`src/rtl/morse_pkg.sv`:
```
// Shared Morse symbol widths, payload type and timing constants.
package morse_pkg;

    localparam int unsigned MORSE_CHAR_W    = 8;
    localparam int unsigned MORSE_CODE_W    = 5;
    localparam int unsigned MORSE_LEN_W     = 3;
    localparam int unsigned DELAY_2SEC_1MHZ = 2000000;

    typedef struct packed {
        logic [MORSE_CHAR_W-1:0] ch;
        logic [MORSE_CODE_W-1:0] code;
        logic [MORSE_LEN_W-1:0]  len;
    } morse_sym_t;

endpackage

```
`src/rtl/morse_age_slot.sv`:
```
// Per-slot saturating age counter; flags when the slot's entry has waited long enough.
module morse_age_slot #(
    parameter int unsigned DELAY_CYCLES = 10,
    parameter int unsigned AGE_W        = $clog2(DELAY_CYCLES + 1)
) (
    input  logic clk,
    input  logic rst,
    input  logic load,
    input  logic occupied,
    output logic matured_c
);

    localparam logic [AGE_W-1:0] AGE_MAX = AGE_W'(DELAY_CYCLES);

    logic [AGE_W-1:0] age;

    // A fresh write restarts the count; only live entries age, and they stop at AGE_MAX.
    always_ff @(posedge clk) begin
        if (rst) begin
            age <= '0;
        end else if (load) begin
            age <= '0;
        end else if (occupied && (age != AGE_MAX)) begin
            age <= age + AGE_W'(1);
        end
    end

    assign matured_c = (age == AGE_MAX);

endmodule

```
`src/rtl/morse_delay_queue.sv`:
```
// Delayed-release FIFO: each entry becomes visible downstream only after
// DELAY_CYCLES clocks in the queue, then drains on a valid/ready handshake.
module morse_delay_queue
    import morse_pkg::*;
#(
    parameter int unsigned DEPTH        = 16,
    parameter int unsigned DELAY_CYCLES = DELAY_2SEC_1MHZ,
    parameter int unsigned CHAR_W       = MORSE_CHAR_W,
    parameter int unsigned CODE_W       = MORSE_CODE_W,
    parameter int unsigned LEN_W        = MORSE_LEN_W
) (
    input  logic                     clk,
    input  logic                     rst,
    input  logic                     flush,
    input  logic                     in_valid,
    output logic                     in_ready,
    input  logic [CHAR_W-1:0]        in_char,
    input  logic [CODE_W-1:0]        in_code,
    input  logic [LEN_W-1:0]         in_len,
    output logic                     out_valid,
    input  logic                     out_ready,
    output logic [CHAR_W-1:0]        out_char,
    output logic [CODE_W-1:0]        out_code,
    output logic [LEN_W-1:0]         out_len,
    output logic [$clog2(DEPTH):0]   count,
    output logic                     empty,
    output logic                     full,
    output logic                     overflow
);

    localparam int unsigned PTR_W = $clog2(DEPTH);
    localparam int unsigned CNT_W = PTR_W + 1;
    localparam int unsigned AGE_W = $clog2(DELAY_CYCLES + 1);
    localparam logic [CNT_W-1:0] CNT_FULL = CNT_W'(DEPTH);

    logic [PTR_W-1:0]  head;
    logic [PTR_W-1:0]  tail;
    logic [CHAR_W-1:0] char_mem [DEPTH];
    logic [CODE_W-1:0] code_mem [DEPTH];
    logic [LEN_W-1:0]  len_mem  [DEPTH];
    logic [DEPTH-1:0]  slot_occ;
    logic [DEPTH-1:0]  slot_mat;
    logic              push;
    logic              pop;

    assign empty     = (count == '0);
    assign full      = (count == CNT_FULL);
    assign in_ready  = !full;
    assign out_valid = !empty && slot_mat[head];
    assign push      = in_valid && in_ready && !flush;
    assign pop       = out_valid && out_ready && !flush;

    assign out_char  = char_mem[head];
    assign out_code  = code_mem[head];
    assign out_len   = len_mem[head];

    // Pointers, occupancy and the dropped-write pulse; flush outranks any handshake.
    always_ff @(posedge clk) begin
        if (rst) begin
            head     <= '0;
            tail     <= '0;
            count    <= '0;
            overflow <= 1'b0;
        end else if (flush) begin
            head     <= '0;
            tail     <= '0;
            count    <= '0;
            overflow <= 1'b0;
        end else begin
            if (push) begin
                tail <= tail + PTR_W'(1);
            end
            if (pop) begin
                head <= head + PTR_W'(1);
            end
            count    <= count + CNT_W'(push) - CNT_W'(pop);
            overflow <= in_valid && full;
        end
    end

    always_ff @(posedge clk) begin
        if (push) begin
            char_mem[tail] <= in_char;
            code_mem[tail] <= in_code;
            len_mem[tail]  <= in_len;
        end
    end

    // A slot is live when its distance from head (mod DEPTH) is below the occupancy.
    for (genvar i = 0; i < DEPTH; i++) begin : g_slot
        logic [PTR_W-1:0] rel;

        assign rel         = PTR_W'(i) - head;
        assign slot_occ[i] = ({1'b0, rel} < count);

        morse_age_slot #(
            .DELAY_CYCLES (DELAY_CYCLES),
            .AGE_W        (AGE_W)
        ) u_age (
            .clk       (clk),
            .rst       (rst),
            .load      (push && (tail == PTR_W'(i))),
            .occupied  (slot_occ[i]),
            .matured_c (slot_mat[i])
        );
    end

endmodule

```
`config.mk`:
```
export PLATFORM = sky130hd
export DESIGN_NAME = morse_delay_queue
export DESIGN_NICKNAME = d
export VERILOG_FILES = /design/src/rtl/morse_pkg.sv /design/src/rtl/morse_age_slot.sv /design/src/rtl/morse_delay_queue.sv
export SDC_FILE = /design/constraint.sdc
export NUM_CORES = 1
export LEC_CHECK = 0
export CAP_MARGIN = 10
export CELL_PAD_IN_SITES_DETAIL_PLACEMENT = 1
export CELL_PAD_IN_SITES_GLOBAL_PLACEMENT = 2
export CORE_ASPECT_RATIO = 1.25
export CORE_UTILIZATION = 43
export DETAILED_ROUTE_END_ITERATION = 7
export PLACE_DENSITY = 0.76
export SLEW_MARGIN = 5
export SYNTH_ARGS = -nofsm -noshare
export SYNTH_HDL_FRONTEND = slang
export SYNTH_HIERARCHICAL = 1
export SYNTH_SLANG_ARGS = --single-unit
```
`constraint.sdc`:
```
create_clock -name clk -period 5.25 [get_ports clk]
set_input_delay 1.05 -clock clk [delete_from_list [all_inputs] [get_ports clk]]
set_output_delay 1.05 -clock clk [all_outputs]
set_load 0.01 [all_outputs]
```
==> results of run 1 <==
[stage by stage]
step | util (%) | hold WS (ns) | power, uW | worst slack, ns
floorplan | - | 0.472 | 5200 | 1.31
global placement | 45.6 | 0.486 | 5300 | 1.26
detailed placement | 45.6 | 0.496 | 5310 | 1.32
CTS | 48.7 | 0.513 | 9970 | 0.629
global route | 48.8 | 0.535 | 10200 | 0.526
finish | 48.8 | 0.506 | 9810 | 0.691
[area by class of cell]
type / count / share of cell area [%]
Multi-Input combinational cell: 1845 / 42.2
Clock buffer: 86 / 5.48
Inverter: 78 / 0.893
Tap cell: 864 / 3.30
Timing Repair Buffer: 68 / 1.93
Sequential cell: 610 / 45.1
Antenna cell: 4 / 0.0305
Clock inverter: 34 / 1.05
[final timing paths]
path / start / cells past startpoint / endpoint
worst max-delay path: g_slot[12].u_age/age[11] / 8 / out_valid
worst max register to register: g_slot[12].u_age/age[11] / 17 / count[4]
worst min register to register: g_slot[15].u_age/age[8] / 2 / g_slot[15].u_age/age[8]
worst min-delay path: g_slot[15].u_age/age[8] / 2 / g_slot[15].u_age/age[8]
[worst min-delay path: cells and delay by family, from the launching register on]
family	cells	cell delay, ns
flip-flops	1	0.33
AO/OA/AOI/OAI	2	0.13
[logic make-up after synthesis]
kind of cell	after synthesis	synth area share, %
flops	610	50.3
xor+xnor	174	5.19
fa+ha+maj	78	3.35
buf+inv	170	2.73
simple gates	1097	22.8
compound gates	406	9.18
mux	90	6.47
[layer usage]
metal	GRT usage [%]	part of all wire, %	routed length [um]	vias to the layer above
met5	0	0.016	12	-
met4	7.09	2.5	1860	2
met1	25.4	42	31100	10400
met2	40.1	52	38900	286
met3	3.38	3.6	2720	104
li1	-	-	-	9990
[registers in the layout (all words and copies together) (netlist names), named ones only]
register          flops
count                 5
tail                  4
overflow              1
g_slot.u_age/age    336
head                  4
char_mem            128
len_mem              48
code_mem             80
[power by group]
part	switching, uW	total, uW	internal (uW)
clock network	2000	4600	2600
logic	176	248	72.3
registers	9.31	4960	4950
total	2180	9810	7630
[synthesized netlist by cell type, types with 3 or more instances]
cell type | n | share of area, %
a21o_1 | 12 | 0.31
a21oi_1 | 123 | 2.1
and3_1 | 16 | 0.34
and4_1 | 16 | 0.48
buf_1 | 6 | 0.077
buf_2 | 6 | 0.10
buf_4 | 8 | 0.20
buf_6 | 17 | 0.65
clkbuf_1 | 55 | 0.70
dfxtp_1 | 354 | 24
edfxtp_1 | 256 | 26
ha_1 | 77 | 3.3
inv_1 | 61 | 0.78
inv_2 | 17 | 0.22
mux2i_1 | 10 | 0.34
mux4_2 | 80 | 6.1
nand2_1 | 189 | 2.4
nand2b_1 | 3 | 0.064
nand3_1 | 82 | 1.4
nand4_1 | 129 | 2.7
nand4_2 | 16 | 0.68
nand4_4 | 16 | 1.2
nand4b_1 | 16 | 0.48
nand4b_2 | 16 | 0.82
nor2_1 | 262 | 3.3
nor2_2 | 16 | 0.34
nor3_1 | 37 | 0.63
nor4_1 | 32 | 0.68
nor4_2 | 16 | 0.68
nor4_4 | 16 | 1.2
nor4b_2 | 17 | 0.87
o211ai_1 | 66 | 1.7
o21a_1 | 16 | 0.41
o21ai_0 | 51 | 0.87
o21ai_1 | 48 | 0.82
o21ai_4 | 16 | 0.89
o31a_1 | 16 | 0.48
o31ai_1 | 48 | 1.2
or2_2 | 32 | 0.68
or3_1 | 129 | 2.7
or4_1 | 32 | 0.82
xnor2_1 | 41 | 1.2
xor2_1 | 133 | 4.0
==> run metrics, run 1 <==
Slowest cell on crit path clkdlybuf4s50_1; Worst Skew 0.0192 ns; layout overhead on the synthesized area 11.6%; synthesized instance count 2625; relative slew slack 23.3%; pin slew with the least headroom to its limit between 1 and 1.5 ns; RSZ-0062 raised after global routing false; Worst Path Max Fanout 8; post-route cell area 0.0328 mm^2; Post-DP Area 0.0306 mm^2; Crit path max-delay family simple AND/OR/NAND/NOR gates; 1st-pass router iterations 5; sum of routed wire length over all layers 74.6 mm; Inst Count DP around 3500; number of vias per cell 5.80; CP Buf/Inv Count 1; crit-path cells nor4_1 -> nand4b_2 -> nor2_1 -> mux2i_1 -> a221oi_2 -> nand2_2 -> a21oi_1 -> clkdlybuf4s50_1; cts hold-fix bufs 0; critical path arrival roughly 3.5 ns; site row count 106; final setup vio count 0; status complete, no violations; Seq/Total Area, Yosys about half; maximum VDD drop 246 uV; critical path startpoint category flip-flop; initial core utilization 43.7%; filler cell count 7125; All-Layer GR Usage 21.7%; Reg clk slew, reported paths 0.06 ns; placer congestion estimate 0.797; Post-Syn Nets 2724; Max Slew Vio Count 0; vias in the first global route 22000; multi-input logic area 0.0138 mm^2; initial antenna violation count 6; CTS max path bufs 3; DR iter-0 viols 999; R2R Setup Slk around 1.4 ns; drt wl/cell approximately 21 um; first-pass GRT wire length 120 mm; port bufs 46; Chip Height 294 um; Non-Filler Instances 3589; Mapped Avg Cell Area 11.2 um^2; largest net degree at the start of global routing 65; post-DP HPWL 51.6 mm; cts bufs inserted 67; Crit Path Category flip-flop to output port; pwr/cell area 299 mW/mm^2; register area 0.0148 mm^2; Die Area 0.0694 mm^2; # clock sinks 610; total negative slack 0 ns; Max Clock Freq 219 MHz; library cells used by synthesis 58; share of cells above drive strength 1 14.9%; clk_lat worst skew 0.60 ns; routed vias 20800; final hold violation count 0; Final #Nets 2769; root buffer cell clkbuf_16; most common flop cell mapped by yosys dfxtp_1; CTS tree done; commonest cells after routing, fill and taps aside 352 x dfxtp_1, 256 x edfxtp_1, 250 x nor2_1; Crit. End Element output port; Seq cells post-synth 610; post-route ant nets 0; max incr delay on CP 0.63 ns; Max H-tree Level 3; Core Area 0.0672 mm^2; Die X 236 um; ys async rst share 0%; Max-Cap Viols 0; Yosys warnings 6; Leakage Power ~0.011 uW; # DRC 0; number of synthesized flops with an enable pin 256; commonest non-fill, non-tap cell in the layout dfxtp_1; crit path time final 4.56 ns; Post-Syn Area about 0.029 mm^2; I/O pin count 47; Post-CTS Setup Bufs 0; GRT overflow 0; final cycle utilization of the critical path 86.8%; Required @ worst endpoint between 4 and 5 ns; Hold Path Class flip-flop to flip-flop; post-CTS sizing 0
(Power assumes the default switching activity.)
==> run 2, diff against run 1 <==
CORE_UTILIZATION = 45   (was 43)
CTS_BUF_LIST = sky130_fd_sc_hd__clkbuf_4 sky130_fd_sc_hd__clkbuf_8   (was default)
GPL_TIMING_DRIVEN = 0   (was default)
PLACE_DENSITY = 0.79   (was 0.76)
==> run metrics, run 2 (synthesis gave the netlist of run 1 again) <==
post-CTS sizing 0; Hold Path Stages 2; commonest non-fill, non-tap cell in the layout dfxtp_1; crit path time final 4.97 ns; I/O pin count 47; # clock sinks 610; Crit Path Category flip-flop to output port; Leakage Power approximately 0.011 uW; largest net degree at the start of global routing 41; root buffer cell clkbuf_8; post-route cell area 0.0332 mm^2; status complete, no violations; pwr/cell area 287 mW/mm^2; site row count 104; Max Clock Freq roughly 200 MHz; post-route total power 9510 uW; Worst Path Max Fanout 10; share of cells above drive strength 1 17.3%; Chip Height 288 um; number of vias per cell between 5 and 6; dpl ws 0.498 ns; routed vias 21500; Non-Filler Instances around 3700; hold endpoint g_slot[15].u_age/age[19]; layout overhead on the synthesized area 12.9%; Max H-tree Level 3; cts bufs inserted around 100; CTS tree done; Crit. End Element output port; CTS max path bufs 3; DR iter-0 viols 994; cts hold-fix bufs 0; R2R Path Start count[3]; Inst Count DP 3530; Die Area 0.0663 mm^2; RSZ-0062 raised after global routing false; Worst Skew 0.0331 ns; top flop regs g_slot.u_age/age: 336 flops, char_mem: 128 flops, code_mem: 80 flops; Post-CTS Setup Bufs 0; Max Slew Vio Count 0; final setup vio count 0; Core Area 0.0644 mm^2; critical path startpoint category flip-flop; Largest Register g_slot.u_age/age; All-Layer GR Usage 23.6%; port bufs 46; Hold Path Class flip-flop to flip-flop; Final #Nets about 2900; maximum VDD drop 191 uV; # DRC 0; vias in the first global route 22600; sum of routed wire length over all layers 77.1 mm; clk_lat worst skew 0.72 ns; drt wl/cell a little over 20 um; Post-DP Area 0.0311 mm^2; initial core utilization 45.6%; Required @ worst endpoint between 4 and 5 ns; commonest cells after routing, fill and taps aside 354 x dfxtp_1, 256 x edfxtp_1, 250 x nor2_1; 1st-pass router iterations 5; final cycle utilization of the critical path 94.6%; max reg flops 336; setup ws final roughly 0.28 ns; critical path arrival 3.92 ns; Die X roughly 230 um; final hold violation count 0; first-pass GRT wire length between 100 and 150 mm; post-route ant nets 0; R2R Setup Slk 0.96 ns; R2R Path End g_slot[15].u_age/age[7]; GRT overflow 0; post-DP HPWL 54.2 mm; placer congestion estimate 0.798; pin slew with the least headroom to its limit between 1 and 1.5 ns; FF-to-FF path depth 12; relative slew slack between 20 and 30%; initial antenna violation count 2; Reg clk slew, reported paths 0.05 ns; Max-Cap Viols 0; Hold Startpoint g_slot[15].u_age/age[19]
run 2: how the worst max path moves through the flow:
stage	startpoint	slack (ns)	end	cells after the start
CTS	flip-flop	0.18	out_code[0]	5
global route	flip-flop	0.12	out_code[0]	5
detailed placement	in_valid	0.50	g_slot[15].u_age/age[7]	10
global placement	in_valid	-1.78	g_slot[2].u_age/age[3]	9
floorplan	count[3]	1.31	g_slot[3].u_age/age[17]	11
finish	flip-flop	0.28	out_code[0]	5
run 2: final cells by class:
| cell class | instances | area [um^2] |
|---|---|---|
| inverters | 78 | 293 |
| clock inverters | 35 | 294 |
| plain buffers | 92 | 510 |
| diodes | 1 | 2.50 |
| multi-input cells | 1845 | 13900 |
| well taps | 848 | 1060 |
| flip-flops and latches | 610 | 14800 |
| clock buffers | 143 | 1750 |
| repair buffers | 57 | 597 |
| fillers | 6938 | 31200 |
run 2: worst max-delay path, stage by stage (launching register included):
cell and delay, ns:
dfxtp_1 0.31, clkbuf_1 0.56, clkbuf_1 0.87, mux4_2 0.42
mux4_2 0.50, clkdlybuf4s50_1 0.54
run 2: per-stage QoR:
stage               util, %  TNS, ns  hold WS (ns)
floorplan                 -        0         0.472
global placement       48.0  -220.82         0.486
detailed placement     48.3        0         0.498
CTS                    51.5        0         0.514
global route           51.5        0         0.536
finish                 51.5        0         0.507
run 2: routing by layer:
layer | GRT usage [%] | vias up | routed length, um
met5 | 0 | - | 0
met4 | 6.67 | 0 | 1400
met3 | 3.28 | 93 | 2750
met2 | 43.3 | 365 | 40400
li1 | - | 10200 | -
met1 | 28.6 | 10800 | 32600
run 2: where the power goes:
part	leakage [uW]	total, uW	switching [uW]	internal (uW)
clock	0.00109	4270	1970	2310
combinational	0.00464	274	186	87.8
sequential	0.00516	4960	8.94	4950
total	0.0109	9510	2160	7350
==> run 3, diff against run 2 <==
CORE_MARGIN = 2   (was default)
clock period = 5.65 ns   (was 5.25 ns; I/O delays follow)
==> run metrics, run 3 (synthesis gave the netlist of run 1 again) <==
status complete, no violations; post-CTS sizing 0; Crit. End Element output port; Inst Count DP about 3500; R2R Path End g_slot[14].u_age/age[5]; Max Clock Freq 204 MHz; max reg flops between 300 and 400; FF-to-FF path depth 12; multi-input logic area 0.0139 mm^2; post-route total power 9010 uW; filler cell count 6997; RSZ-0062 raised after global routing false; critical path startpoint category flip-flop; Worst Path Max Fanout 10; R2R Path Start count[3]; relative slew slack 36.8%; commonest non-fill, non-tap cell in the layout dfxtp_1; Sequential Power Share around half; GRT overflow 0; Post-CTS Setup Bufs 0; Hold Startpoint g_slot[3].u_age/age[19]; 1st-pass router iterations 4; pin slew with the least headroom to its limit ~0.95 ns; Crit Path Category flip-flop to output port; pwr/cell area 270 mW/mm^2; GR Util met2 42.4%; gr busiest metal met2; routed vias 21600; critical path arrival roughly 3.8 ns; Hold Path Class flip-flop to flip-flop; Non-Filler Instances 3726; vias in the first global route ~23000; maximum VDD drop approximately 180 uV; top flop regs g_slot.u_age/age: 336 flops, char_mem: 128 flops, code_mem: 80 flops; layout overhead on the synthesized area 13.5%; Core Area 0.0645 mm^2; DR iter-0 viols about 1100; switching part of the total power approximately 22%; CTS tree done; Hold Path Stages 2; Die X between 200 and 250 um; cts bufs inserted 102; root buffer cell clkbuf_8; first-pass GRT wire length around 130 mm; clock share of power 46.0%; I/O pin count 47; logic gate share of total power between 2 and 3%; cts hold-fix bufs 0; final hold violation count 0; Chip Height approximately 290 um; clk_lat worst skew 0.72 ns; GR Layer Usage met1 between 20 and 30%; setup ws final 0.760 ns; All-Layer GR Usage 23.4%; register area 0.0148 mm^2; Largest Register g_slot.u_age/age; Internal Power roughly 7000 uW; post-DP HPWL roughly 55 mm; Max H-tree Level 3; drt wl/cell 20.8 um; Die Area 0.0673 mm^2; Net Sw Power 2030 uW; number of vias per cell approximately 5.8; placer congestion estimate 0.799; site row count about 100; R2R Setup Slk ~1.3 ns; Final #Nets between 2000 and 3000; Max-Cap Viols 0; crit path time final just under 5 ns; met3 Usage GRT 3.63%; Reg clk slew, reported paths 0.06 ns; CTS max path bufs 3; port bufs 46; # DRC 0; Worst Skew 0.0343 ns; dpl ws ~0.69 ns; final setup vio count 0; final cycle utilization of the critical path 86.6%; largest net degree at the start of global routing 67; sum of routed wire length over all layers 77.7 mm; Leakage Power 0.0110 uW; # clock sinks 610; initial core utilization a little under half; post-route ant nets 0; Layout Utilization 51.7%; Max Slew Vio Count 0; share of cells above drive strength 1 between 10% and 20%; Required @ worst endpoint approximately 4.5 ns; commonest cells after routing, fill and taps aside 354 x dfxtp_1, 256 x edfxtp_1, 250 x nor2_1; hold endpoint g_slot[3].u_age/age[19]; initial antenna violation count 3
## run 3: cell count changes in the layout (fill, tap and decap cells not counted), sizes merged
cell and delta:
buf +4, clkbuf +13, clkinv -2, diode +2
## run 3: worst max-delay path, stage by stage (launching register included)
cell	delay, ns
dfxtp_1	0.37
clkbuf_1	0.47
clkbuf_1	0.77
mux4_2	0.42
mux4_2	0.52
clkdlybuf4s50_1	0.51
## run 3: power groups by stage
stage               clock network [uW]  logic [uW]  registers, uW
floorplan                            0         134           4700
global placement                     0         248           4700
detailed placement                   0         258           4700
CTS                               4270         259           4610
global route                      4460         280           4610
finish                            4140         255           4610
## run 3: worst max-delay path by stage
stage          slack (ns)       from                       to  cells after the start
6_report             0.76  flip-flop              out_char[3]                      5
3_3_place_gp        -1.21   in_valid   g_slot[2].u_age/age[3]                      9
5_1_grt              0.60  flip-flop              out_code[0]                      5
4_1_cts              0.69  flip-flop               out_len[0]                      5
2_1_floorplan        1.71   count[3]  g_slot[3].u_age/age[17]                     11
3_5_place_dp         0.69   in_valid  g_slot[14].u_age/age[5]                     10
## run 3: final cells by class
cell class | instances | share of cell area (%)
timing repair buffer | 61 | 1.97
sequential | 610 | 44.3
buffer | 92 | 1.53
tap | 848 | 3.18
inverter | 78 | 0.878
clock inverter | 33 | 0.758
clock buffer | 156 | 5.73
antenna | 3 | 0.0225
multi-input combinational | 1845 | 41.6
## run 3: metrics by stage
| stage | area (um^2) | setup TNS [ns] | hold WS [ns] |
|---|---|---|---|
| after CTS | 33300 | 0 | 0.510 |
| after detailed placement | 31200 | 0 | 0.491 |
| after global placement | 30900 | -106.79 | 0.488 |
| after global routing | 33300 | 0 | 0.539 |
| final | 33300 | 0 | 0.502 |
| after floorplan | 29400 | 0 | 0.472 |
## run 3: metal layers
layer | up-vias | part of all wire (%)
li1 | 10300 | -
met1 | 10800 | 42
met2 | 337 | 52
met3 | 116 | 3.6
met4 | 4 | 2.7
met5 | - | 0.032
